`config.mk`:
```
export PLATFORM = sky130hd
export DESIGN_NAME = cache_bus_arbiter
export DESIGN_NICKNAME = d
export VERILOG_FILES = /design/src/rtl/cache_bus_arbiter.sv
export SDC_FILE = /design/constraint.sdc
export NUM_CORES = 1
export LEC_CHECK = 0
export BUFFER_PORTS_ARGS = -buffer_cell sky130_fd_sc_hd__buf_2
export CORE_AREA = 2 2 184 186
export DETAILED_ROUTE_END_ITERATION = 12
export DIE_AREA = 0 0 186 188
export PLACE_DENSITY = 0.48
export SYNTH_ARGS = -nofsm -noshare
export SYNTH_HDL_FRONTEND = slang
export SYNTH_SLANG_ARGS = --single-unit
```
`constraint.sdc`:
```
create_clock -name clk -period 3.64 [get_ports clk]
set_clock_uncertainty 0.05 [all_clocks]
set_input_delay 0.91 -clock clk [delete_from_list [all_inputs] [get_ports clk]]
set_output_delay 0.91 -clock clk [all_outputs]
set_load 0.02 [all_outputs]
```
`src/rtl/cache_bus_arbiter.sv`:
```
// Two-client (I-cache / D-cache) line-fill arbiter onto a single downstream bus.
// One read transaction in flight; response beats are forwarded with one cycle of latency.
module cache_bus_arbiter #(
  parameter int WORDSIZE = 64,
  parameter int TAGWIDTH = 13,
  parameter int BEATS    = 8
) (
  input  logic                clk,
  input  logic                reset,

  input  logic                ic_reqcyc,
  input  logic [WORDSIZE-1:0] ic_req,
  input  logic [TAGWIDTH-1:0] ic_reqtag,
  output logic                ic_reqack,
  output logic                ic_respcyc,
  output logic [WORDSIZE-1:0] ic_resp,
  output logic [TAGWIDTH-1:0] ic_resptag,
  input  logic                ic_respack,

  input  logic                dc_reqcyc,
  input  logic [WORDSIZE-1:0] dc_req,
  input  logic [TAGWIDTH-1:0] dc_reqtag,
  output logic                dc_reqack,
  output logic                dc_respcyc,
  output logic [WORDSIZE-1:0] dc_resp,
  output logic [TAGWIDTH-1:0] dc_resptag,
  input  logic                dc_respack,

  output logic                bus_reqcyc,
  output logic [WORDSIZE-1:0] bus_req,
  output logic [TAGWIDTH-1:0] bus_reqtag,
  input  logic                bus_reqack,
  input  logic                bus_respcyc,
  input  logic [WORDSIZE-1:0] bus_resp,
  input  logic [TAGWIDTH-1:0] bus_resptag,
  output logic                bus_respack
);

  typedef enum logic [1:0] {
    S_IDLE,
    S_GRANT,
    S_STREAM,
    S_DONE
  } state_e;

  typedef enum logic {
    CL_IC = 1'b0,
    CL_DC = 1'b1
  } client_e;

  localparam logic [2:0] LAST_BEAT = 3'(BEATS - 1);

  state_e              state_q, state_d;
  client_e             grant_q, grant_d;
  client_e             last_grant_q, last_grant_d;
  logic [WORDSIZE-1:0] addr_q, addr_d;
  logic [TAGWIDTH-1:0] tag_q, tag_d;
  logic                bus_reqcyc_q, bus_reqcyc_d;
  logic                reqack_q, reqack_d;
  logic                respcyc_q, respcyc_d;
  logic [WORDSIZE-1:0] resp_q, resp_d;
  logic [TAGWIDTH-1:0] resptag_q, resptag_d;
  logic [2:0]          beat_q, beat_d;

  logic any_req;
  logic pick_dc;
  logic beat_fire;
  logic last_beat;

  // On a tie the client that was not granted last wins.
  always_comb begin
    any_req   = ic_reqcyc | dc_reqcyc;
    pick_dc   = dc_reqcyc && (!ic_reqcyc || (last_grant_q == CL_IC));
    beat_fire = bus_respcyc && ((state_q == S_GRANT) || (state_q == S_STREAM));
    last_beat = beat_fire && (beat_q == LAST_BEAT);
  end

  // State register.
  always_ff @(posedge clk) begin
    // NOTE: sequential state is written with non-blocking assignments only, so every
    // register samples the pre-edge values regardless of block ordering.
    if (reset) begin
      state_q <= S_IDLE;
    end else begin
      state_q <= state_d;
    end
  end

  // Next-state logic.
  always_comb begin
    // NOTE: every variable driven here gets a default first; a missed branch would
    // otherwise infer a latch.
    state_d = state_q;
    unique case (state_q)
      S_IDLE:   if (any_req) state_d = S_GRANT;
      S_GRANT: begin
        if (last_beat)                       state_d = S_DONE;
        else if (bus_reqack || bus_respcyc)  state_d = S_STREAM;
      end
      S_STREAM: if (last_beat) state_d = S_DONE;
      S_DONE:   state_d = S_IDLE;
      default:  state_d = S_IDLE;
    endcase
  end

  // Datapath next values: request capture, acceptance pulse and beat forwarding.
  always_comb begin
    grant_d      = grant_q;
    last_grant_d = last_grant_q;
    addr_d       = addr_q;
    tag_d        = tag_q;
    bus_reqcyc_d = bus_reqcyc_q;
    reqack_d     = 1'b0;
    respcyc_d    = 1'b0;
    resp_d       = '0;
    resptag_d    = '0;
    beat_d       = beat_q;

    unique case (state_q)
      S_IDLE: begin
        if (any_req) begin
          grant_d      = pick_dc ? CL_DC : CL_IC;
          last_grant_d = pick_dc ? CL_DC : CL_IC;
          addr_d       = pick_dc ? dc_req : ic_req;
          tag_d        = pick_dc ? dc_reqtag : ic_reqtag;
          reqack_d     = 1'b1;
          bus_reqcyc_d = 1'b1;
          beat_d       = '0;
        end
      end
      S_GRANT: begin
        // An early response beat implies the bus already took the request.
        if (bus_reqack || bus_respcyc) bus_reqcyc_d = 1'b0;
      end
      S_DONE:  beat_d = '0;
      default: ;
    endcase

    if (beat_fire) begin
      respcyc_d = 1'b1;
      resp_d    = bus_resp;
      resptag_d = bus_resptag;
      beat_d    = beat_q + 3'd1;
    end
  end

  always_ff @(posedge clk) begin
    if (reset) begin
      grant_q      <= CL_IC;
      last_grant_q <= CL_DC;
      addr_q       <= '0;
      tag_q        <= '0;
      bus_reqcyc_q <= 1'b0;
      reqack_q     <= 1'b0;
      respcyc_q    <= 1'b0;
      resp_q       <= '0;
      resptag_q    <= '0;
      beat_q       <= '0;
    end else begin
      grant_q      <= grant_d;
      last_grant_q <= last_grant_d;
      addr_q       <= addr_d;
      tag_q        <= tag_d;
      bus_reqcyc_q <= bus_reqcyc_d;
      reqack_q     <= reqack_d;
      respcyc_q    <= respcyc_d;
      resp_q       <= resp_d;
      resptag_q    <= resptag_d;
      beat_q       <= beat_d;
    end
  end

  // Outputs: everything client-facing is steered to the granted client and zero elsewhere.
  always_comb begin
    ic_reqack   = reqack_q && (grant_q == CL_IC);
    dc_reqack   = reqack_q && (grant_q == CL_DC);
    ic_respcyc  = respcyc_q && (grant_q == CL_IC);
    dc_respcyc  = respcyc_q && (grant_q == CL_DC);
    ic_resp     = ic_respcyc ? resp_q : '0;
    dc_resp     = dc_respcyc ? resp_q : '0;
    ic_resptag  = ic_respcyc ? resptag_q : '0;
    dc_resptag  = dc_respcyc ? resptag_q : '0;
    bus_reqcyc  = bus_reqcyc_q;
    bus_req     = bus_reqcyc_q ? addr_q : '0;
    bus_reqtag  = bus_reqcyc_q ? tag_q : '0;
    bus_respack = 1'b0;
    if (state_q != S_IDLE) begin
      bus_respack = (grant_q == CL_DC) ? dc_respack : ic_respack;
    end
  end

endmodule
```
==> metrics, run 1 <==
status=finished, final reports clean; Post-Layout Cell Count=1,728; Slowest-stage cell, CP=and2b_2; crit-path cells=and2b_2 -> buf_12 -> and2_1 -> buf_2; period utilisation layout=80.2%; CP max stage delay=0.64 ns; largest net degree at the start of global routing=83; RSZ-0062 raised after global routing=false; Max Cap Violations=0; r2r startpoint=state_q[0]$_SDFFE_PP0P_; post-route cell area=11,000 um^2; Post-route DRC=0; Critical Path Source Type=flop; Initial Util=22.9%; die extent in y=188 um; worst setup path category=flop to output port; top-level I/O count=476; total grt overflow=0; WP buf/inv=2; Post-CTS Setup Bufs=0; WL final=28,400 um; Worst-Margin Slew=0.783 ns; CTS tree=yes; HPWL after DPL=21,100 um; Inst Count DP=1,693; Hold Startpoint=beat_q[2]$_SDFFE_PP0P_; CTS H-tree depth=4; ys async rst share=0%; DP Area=10,300 um^2; number of flops mapped to enable cells by yosys=0; Crit Path Max Fanout=40; register-to-register setup slack=1.40 ns; final core utilization=33.1%; vias in the first global route=7,061; reg2reg end=addr_q[48]$_SDFFE_PP0P_; sequential share of the synthesized area=43.4%; core footprint=33,100 um^2; Gate Count Post-Synth=833; final hold viol count=0; first-pass GRT wire length=41,000 um; path depth of the worst reg2reg path=6; Synth warnings=0; power per cell area=614 nW/um^2; fin nets=1,510; Pleak=0.00585 uW; drt via density=4.22; delay-heaviest family, CP=simple AND/OR/NAND/NOR gates; total CTS buffers=17; # hold bufs at CTS=0; Post-CTS Resized=0; Hold Path Depth=1; wire length per cell=16.4 um; root buf cell=clkbuf_16; Routed Antenna Nets=0; Multi-input gate area=3940 um^2; Rows=67; max-slew violations=0; Synth cell types=34; share of post-route cells with drive strength above 1=41.5%; Mapped Nets=1,079; clock slew at reported path FFs=0.06 ns; RD Place Congestion=0.768; dominant synthesized flop cell=dfxtp_1; Max Clk Rate=343 MHz; Syn Area/Cell=9.09 um^2; Die W=186 um; Critical Path AT=1.96 ns; Setup TNS=0 ns; worst-case clock buffer depth=2; Crit. End Element=output port; worst hold endpoint=beat_q[2]$_SDFFE_PP0P_; Worst Path Required=2.68 ns; Final setup viols=0; gr usage total=15.5%; initial antenna violation count=6; PortBufs=475; Die ar.=35,000 um^2; vias=7,291; Worst-Skew Late Latency=0.43 ns; register area=3290 um^2; initial detailed-routing violation count=197; Final Critical Period=2.92 ns; 1st-pass router iterations=4; Post-Syn Area=7570 um^2; synthesized flop and latch total=164; Max VDD drop=0.000318 V; CTS sink cnt=164; Slew headroom=47.8%; Layout area overhead=44.9%; Fillers=3,565; Worst Hold Class=flop to flop; hold slack final=0.439 ns
[where the power goes]
group	leakage, uW	switching, uW	internal (uW)
combinational	0.00420	1440	849
sequential	0.00135	240	2250
clock	0.000304	828	1120
total	0.00585	2510	4220
[state kept, by name (all words and copies together), names as in the netlist]
name and cells:
addr_q 64, beat_q 3, bus_reqcyc 1, grant_q 1, last_grant_q 1, reqack_q 1, resp_q 64, respcyc_q 1
resptag_q 13, state_q 2, tag_q 13
[layout by cell type, fill, tap and decap left out, types with 3 or more instances in the layout]
cell	synthesis	layout
dfxtp_2	0	3
inv_6	0	4
mux2i_1	78	78
a21oi_1	5	5
nor2_1	86	85
clkbuf_16	0	17
a211oi_1	77	77
bufinv_16	0	3
and2_1	233	233
buf_2	8	474
dfxtp_1	164	161
inv_8	0	3
and3_1	77	77
buf_12	2	4
buf_4	6	11
diode_2	0	3
ha_1	7	7
o21ai_0	3	3
nand2_1	3	3
[kinds of logic after synthesis]
family                   synth area share, %
AO/OA/AOI/OAI                           9.21
adder cells (fa/ha/maj)                 1.16
buffers and inverters                   4.93
flip-flops                              43.4
multiplexers                            10.5
AND/OR/NAND/NOR                         30.9
[Yosys cell counts, types with 5 or more instances]
| master | count | area, um^2 |
|---|---|---|
| a211oi_1 | 77 | 578 |
| a21oi_1 | 5 | 25.0 |
| and2_1 | 233 | 1460 |
| and3_1 | 77 | 482 |
| buf_2 | 8 | 40.0 |
| buf_4 | 6 | 45.0 |
| clkbuf_1 | 57 | 214 |
| dfxtp_1 | 164 | 3280 |
| ha_1 | 7 | 87.6 |
| mux2i_1 | 78 | 781 |
| nor2_1 | 86 | 323 |
[routing by layer]
metal	routed length (um)	track usage [%]	vias up	part of all wire, %
met3	2560	5.61	21	9.0
met2	14300	28.4	299	50
met4	351	3.85	6	1.2
met1	11200	16.8	3284	39
met5	40	0	-	0.14
li1	-	-	3681	-
[worst max path at each step]
stage                         startpoint                      end  cells past startpoint
floorplan           respcyc_q$_SDFF_PP0_              ic_resp[46]                      4
global placement               dc_reqcyc    tag_q[8]$_SDFFE_PP0P_                      5
detailed placement             dc_reqcyc  addr_q[18]$_SDFFE_PP0P_                      5
CTS                 grant_q$_SDFFE_PP0P_               ic_resp[8]                      4
global route        grant_q$_SDFFE_PP0P_              ic_resp[19]                      4
finish              grant_q$_SDFFE_PP0P_               ic_resp[6]                      4
[stage by stage]
stage / power (uW) / worst slack (ns)
after floorplan: 4050 / 1.41
final: 6730 / 0.722
after global routing: 7190 / 0.563
after global placement: 4850 / 1.06
after CTS: 6850 / 0.651
after detailed placement: 4870 / 1.04
[cell type report]
type	instances	share of cell area, %
Antenna cell	3	0.0685
Clock buffer	18	4.01
Clock inverter	14	1.71
Inverter	2	0.0685
Multi-Input combinational cell	590	35.9
Sequential cell	164	30.0
Tap cell	448	5.11
Timing Repair Buffer	489	23.1
[worst reg2reg max path, cell delays in order (launching register included)]
cell and delay (ns):
dfxtp_1 0.35, inv_1 0.13, ha_1 0.35, o21a_4 0.56, buf_4 0.42, nor2_1 0.08, a211oi_1 0.21
Note: power is estimated with default switching activity, not from simulation.
==> run 2: changes to the inputs <==
Clock period 3.64 ns to 2.8 ns, I/O delays scaled along.
==> run 2 against run 1 <==
  * Final cell count is essentially flat
  * Critical endpoint is now dc_resp[10]
  * Sequential power rose by 33%
  * Core utilization up 0.11 points
  * Hold slack worse by 0.034 ns
  * Die area stayed put
  * Clock-buffer cell count unchanged
  * Setup slack worse by 0.53 ns
  * Sequential share of layout area fell by 0.10 points
  * Total power rose by 29%
  * Sequential cell count did not move
  * Via count barely moved
  * Register-to-register slack got worse by 0.62 ns
==> metrics, run 2 (same netlist as run 1, synthesis figures left out) <==
Post-CTS Resized=0 (unchanged); CTS sink cnt=164 (unchanged); DP Area=10,400 um^2 (+0.61%); Die W=186 um (unchanged); Rows=67 (unchanged); commonest non-fill, non-tap cell in the layout=buf_2; Critical Path AT=1.86 ns (-0.10 ns); final hold viol count=0 (unchanged); Pleak=0.00585 uW (about the same); Routed Antenna Nets=0 (unchanged); Post-CTS Setup Bufs=0 (unchanged); worst setup path category=flop to output port; Worst-Skew Late Latency=0.44 ns (about the same); met3 Use GR=4.99% (-0.62 points); status=finished, final reports clean; max-slew violations=0 (unchanged); initial antenna violation count=7 (+1); leading registers by flop count=addr_q: 64 flops, resp_q: 64 flops; worst-case clock buffer depth=2 (unchanged); power per cell area=788 nW/um^2 (+28%); WL final=28,000 um (-1.4%); RSZ-0062 raised after global routing=false; post-route cell area=11,000 um^2 (+0.34%); Final setup viols=0 (unchanged); Initial Util=22.9% (unchanged); top-level I/O count=476 (unchanged); Worst-Margin Slew=0.595 ns (-0.188 ns); Max Clk Rate=383 MHz; drt via density=4.22 (about the same); die extent in y=188 um (unchanged); Slew headroom=60.3% (+13 points); PortBufs=475 (unchanged); CTS H-tree depth=4 (unchanged); 1st-pass router iterations=4 (unchanged); fin nets=1,510 (unchanged); total grt overflow=0 (unchanged); Critical Path Source Type=flop; root buf cell=clkbuf_16; initial detailed-routing violation count=249 (+26%); Worst Hold Class=input pin to flop; final core utilization=33.2% (+0.11 points); Layout area overhead=45.4%; met2 Track Usage GR=28.0% (-0.39 points); Crit. End Element=output port; RD Place Congestion=0.768 (about the same); GRT busiest layer=met2; Max Cap Violations=0 (unchanged); Final Critical Period=2.61 ns; CTS tree=yes; global-route met1 utilization=17.1% (+0.29 points); first-pass GRT wire length=41,100 um (+0.34%); Setup TNS=0 ns (unchanged); # hold bufs at CTS=0 (unchanged); Post-route DRC=0 (unchanged); HPWL after DPL=21,400 um (+1.5%); wire length per cell=16.2 um (-1.3%); vias=7,288 (-0.041%); most frequent cells in the layout=buf_2 (474), and2_1 (233), dfxtp_1 (161), nor2_1 (85), mux2i_1 (78); Crit Path Max Fanout=72 (+80%); Die ar.=35,000 um^2 (unchanged); vias in the first global route=7,117 (+0.79%); clock slew at reported path FFs=0.07 ns (about the same); share of post-route cells with drive strength above 1=41.5% (unchanged); period utilisation layout=93.3%; core footprint=33,100 um^2 (unchanged); largest net degree at the start of global routing=103 (+24%); Max VDD drop=0.000394 V (+24%); gr usage total=15.6% (+0.034 points); Worst Path Required=2.05 ns (-0.63 ns); total CTS buffers=17 (unchanged)
==> run 2: cell count changes in the layout (fill, tap and decap cells not counted), sizes merged <==
cell,before,now
diode,3,2
inv,9,8
bufinv,3,2
clkinvlp,2,4
==> run 2: path summary, 6_finish.rpt <==
path / startpoint / to / slack, ns / depth (start not counted)
worst max-delay path: grant_q$_SDFFE_PP0P_ / dc_resp[10] / 0.19 / 3
worst min-delay path: bus_resp[14] / resp_q[14]$_SDFF_PP0_ / 0.40 / 2
worst max register to register: state_q[0]$_SDFFE_PP0P_ / addr_q[49]$_SDFFE_PP0P_ / 0.78 / 6
worst min register to register: beat_q[2]$_SDFFE_PP0P_ / beat_q[2]$_SDFFE_PP0P_ / 0.44 / 1
==> run 2: power by group <==
part           internal, uW  switching (uW)  leakage [uW]
clock network          1360            1070      0.000284
logic                  1140            1800       0.00422
registers              2930             364       0.00135
==> run 2: area by class of cell <==
class / instances / area [um^2]
Antenna cell: 2 / 5.00
Clock buffer: 18 / 439
Clock inverter: 14 / 165
Fill cell: 3583 / 22100
Inverter: 2 / 7.51
Multi-Input combinational cell: 590 / 3940
Sequential cell: 164 / 3290
Tap cell: 448 / 561
Timing Repair Buffer: 489 / 2600
==> run 2: metrics by stage <==
step                      std cells  setup slack, ns  hold WS [ns]  power [uW]
after floorplan                 833            0.784         0.396        5270
after global placement         1693            0.692         0.413        6320
after detailed placement       1693            0.661         0.416        6350
after CTS                      1725            0.179         0.364        8840
after global routing           1727           0.0712         0.376        9300
final                          1727            0.189         0.405        8670
==> run 2: layer usage <==
metal / vias to the layer above / share of wire, %
li1: 3685 / -
met1: 3268 / 40
met2: 296 / 50
met3: 31 / 8.5
met4: 8 / 1.7
met5: - / 0.19
==> run 2: critical path, cell delays in order (launching register included) <==
cell and delay (ns):
dfxtp_2 0.45, buf_4 0.50, and3_1 0.26, buf_2 0.17
==> run 3: changes to the inputs <==
Settings changed: ABC_AREA set to 1, CORE_AREA 2 2 184 186 to 2 2 183 185, DIE_AREA 0 0 186 188 to 0 0 185 187, PLACE_DENSITY 0.48 to 0.49.
==> run 3 against run 2 <==
  * First-iteration DRC count increased by 29%
  * Largest cell class is now registers
  * Highest routed layer unchanged
  * Setup slack improved by 0.049 ns
  * Global-route usage increased by 0.32 points
  * Routed wire length increased by 2.0%
  * Largest power group unchanged
  * Final area decreased by 1.7%
  * Die area decreased by 1.1%
  * Total power decreased by 6.1%
==> metrics, run 3 <==
status=finished, final reports clean; WL final=28,500 um (+2.0%); root buf cell=clkbuf_16; worst-case clock buffer depth=2 (unchanged); register-to-register setup slack=0.80 ns (+0.02 ns); Synth top area share=43.7% (+0.36 points); worst hold endpoint=last_grant_q$_SDFFE_PP1P_; total grt overflow=0 (unchanged); reg2reg end=resptag_q[2]$_SDFF_PP0_; r2r startpoint=state_q[0]$_SDFFE_PP0P_; leading registers by flop count=addr_q: 64 flops, resp_q: 64 flops; Crit. End Element=output port; period utilisation layout=91.5% (-1.8 points); max-slew violations=0 (unchanged); clock slew at reported path FFs=0.07 ns (about the same); dominant synthesized flop cell=dfxtp_1; largest net degree at the start of global routing=109 (+5.8%); Hold Path Depth=2 (unchanged); Slew headroom=67.5% (+7.2 points); Syn Area/Cell=6.49 um^2 (-29%); Setup TNS=0 ns (unchanged); worst setup path category=flop to output port; Routed Antenna Nets=0 (unchanged); most frequent cells in the layout=buf_2 (475), nand2_1 (249), inv_1 (243), nor2_1 (239), dfxtp_1 (163); Post-CTS Setup Bufs=0 (unchanged); initial detailed-routing violation count=321 (+29%); Crit Path Max Fanout=19 (-74%); 1st-pass router iterations=5 (+1); Worst-Margin Slew=0.487 ns (-0.108 ns); Final setup viols=0 (unchanged); Rows=67 (unchanged); gr usage total=15.9% (+0.32 points); Die ar.=34,600 um^2 (-1.1%); Synth warnings=0 (unchanged); Ant. Diodes=0 (-2); vias in the first global route=8,090 (+14%); number of flops mapped to enable cells by yosys=0 (unchanged); Synth cell types=19 (-44%); core footprint=32,900 um^2 (-0.76%); Max Cap Violations=0 (unchanged); first-pass GRT wire length=43,100 um (+4.8%); die extent in y=187 um (-0.53%); wire length per cell=13.9 um (-14%); total CTS buffers=17 (unchanged); RSZ-0062 raised after global routing=false; initial antenna violation count=3 (-4); ranking of synthesized cells by area=dfxtp_1 (44%), nand2_1 (13%), inv_1 (12%); Post-route DRC=0 (unchanged); hold slack final=0.428 ns (+0.0236 ns); drt via density=4.10 (-2.9%); Worst Hold Class=flop to flop; PortBufs=475 (unchanged); Post-CTS Resized=0 (unchanged); Final Critical Period=2.56 ns (-0.0495 ns); Die W=185 um (-0.54%); setup ws final=0.238 ns (+0.0495 ns); Gate Count Post-Synth=1,157 (+39%); power per cell area=753 nW/um^2 (-4.5%); Post-Syn Area=7510 um^2 (-0.83%); share of post-route cells with drive strength above 1=33.0% (-8.5 points); CTS tree=yes; vias=8,396 (+15%); post-synth top area cell=dfxtp_1; Synth top cells by count=nand2_1 (251), inv_1 (243), nor2_1 (239); Critical Path Source Type=flop; commonest non-fill, non-tap cell in the layout=buf_2; Place WS=0.680 ns (+0.0187 ns); Hold Startpoint=last_grant_q$_SDFFE_PP1P_; path depth of the worst reg2reg path=7 (+1); # hold bufs at CTS=0 (unchanged); Pleak=0.00624 uW (+6.7%); Worst Path Required=2.05 ns (about the same); Max VDD drop=0.000523 V (+33%); HPWL after DPL=21,400 um (about the same); Mapped Nets=1,403 (+30%); top-count cell post-synth=nand2_1; fin nets=1,835 (+22%); ys async rst share=0% (unchanged); CTS sink cnt=164 (unchanged); CTS H-tree depth=4 (unchanged); top-level I/O count=476 (unchanged); Critical Path AT=1.81 ns (-0.05 ns); final hold viol count=0 (unchanged); Initial Util=22.8% (about the same); Layout area overhead=44.1%; RD Place Congestion=0.805 (+4.8%); Worst-Skew Late Latency=0.42 ns (-0.02 ns); Max Clk Rate=390 MHz (+1.9%); synthesized flop and latch total=164 (unchanged); sequential share of the synthesized area=43.7% (+0.36 points)
==> run 3: stage by stage <==
| stage | std cells | power, uW | util, % | area [um^2] |
|---|---|---|---|---|
| after floorplan | 1157 | 5020 | - | 7510 |
| after global placement | 2018 | 5880 | 31.2 | 10200 |
| after detailed placement | 2018 | 5890 | 31.2 | 10200 |
| after CTS | 2049 | 8270 | 32.9 | 10800 |
| after global routing | 2049 | 8710 | 32.9 | 10800 |
| final | 2049 | 8140 | 32.9 | 10800 |
==> run 3: critical path, stage by stage, from the launching register on <==
cell and delay (ns):
dfxtp_1 0.43, nand2_2 0.27, buf_4 0.31, nor2_1 0.17
buf_2 0.20
==> run 3: where the power goes <==
group | switching (uW) | internal (uW) | leakage [uW] | total [uW]
Sequential | 305 | 2870 | 0.00135 | 3180
Combinational | 1760 | 864 | 0.00462 | 2630
Clock | 1070 | 1270 | 0.000278 | 2340
Total | 3140 | 5010 | 0.00624 | 8140
==> run 3: layer usage <==
layer | up-vias | GRT usage, % | part of all wire (%)
met4 | 6 | 4.82 | 1.8
li1 | 4297 | - | -
met5 | - | 0 | 0.14
met3 | 22 | 5.04 | 8.8
met1 | 3727 | 18.5 | 41
met2 | 344 | 27.6 | 48
==> run 3: layout make-up <==
type,count,area [um^2]
Clock buffer,19,443
Clock inverter,12,123
Fill cell,3746,22000
Inverter,247,927
Multi-Input combinational cell,671,2910
Sequential cell,164,3280
Tap cell,448,561
Timing Repair Buffer,488,2560
==> run 3: worst max path at each step <==
stage | startpoint | end | slack [ns] | depth (start not counted)
floorplan | bus_reqcyc$_SDFFE_PP0P_ | bus_req[48] | 0.85 | 5
global placement | grant_q$_SDFFE_PP0P_ | dc_resp[35] | 0.71 | 4
detailed placement | grant_q$_SDFFE_PP0P_ | dc_resp[35] | 0.68 | 4
CTS | grant_q$_SDFFE_PP0P_ | dc_resp[35] | 0.20 | 4
global route | grant_q$_SDFFE_PP0P_ | dc_resp[35] | 0.13 | 4
finish | grant_q$_SDFFE_PP0P_ | dc_resp[35] | 0.24 | 4
==> run 3: cells by family (layout without fill, tap and decap cells) <==
family          Yosys count  in the layout  synth area share (%)
flops                   164            164                  43.7
simple gates            499            499                  25.3
fa+ha+maj                 7              7                  1.17
buf+inv                 322            766                  17.5
compound gates          165            165                  12.3
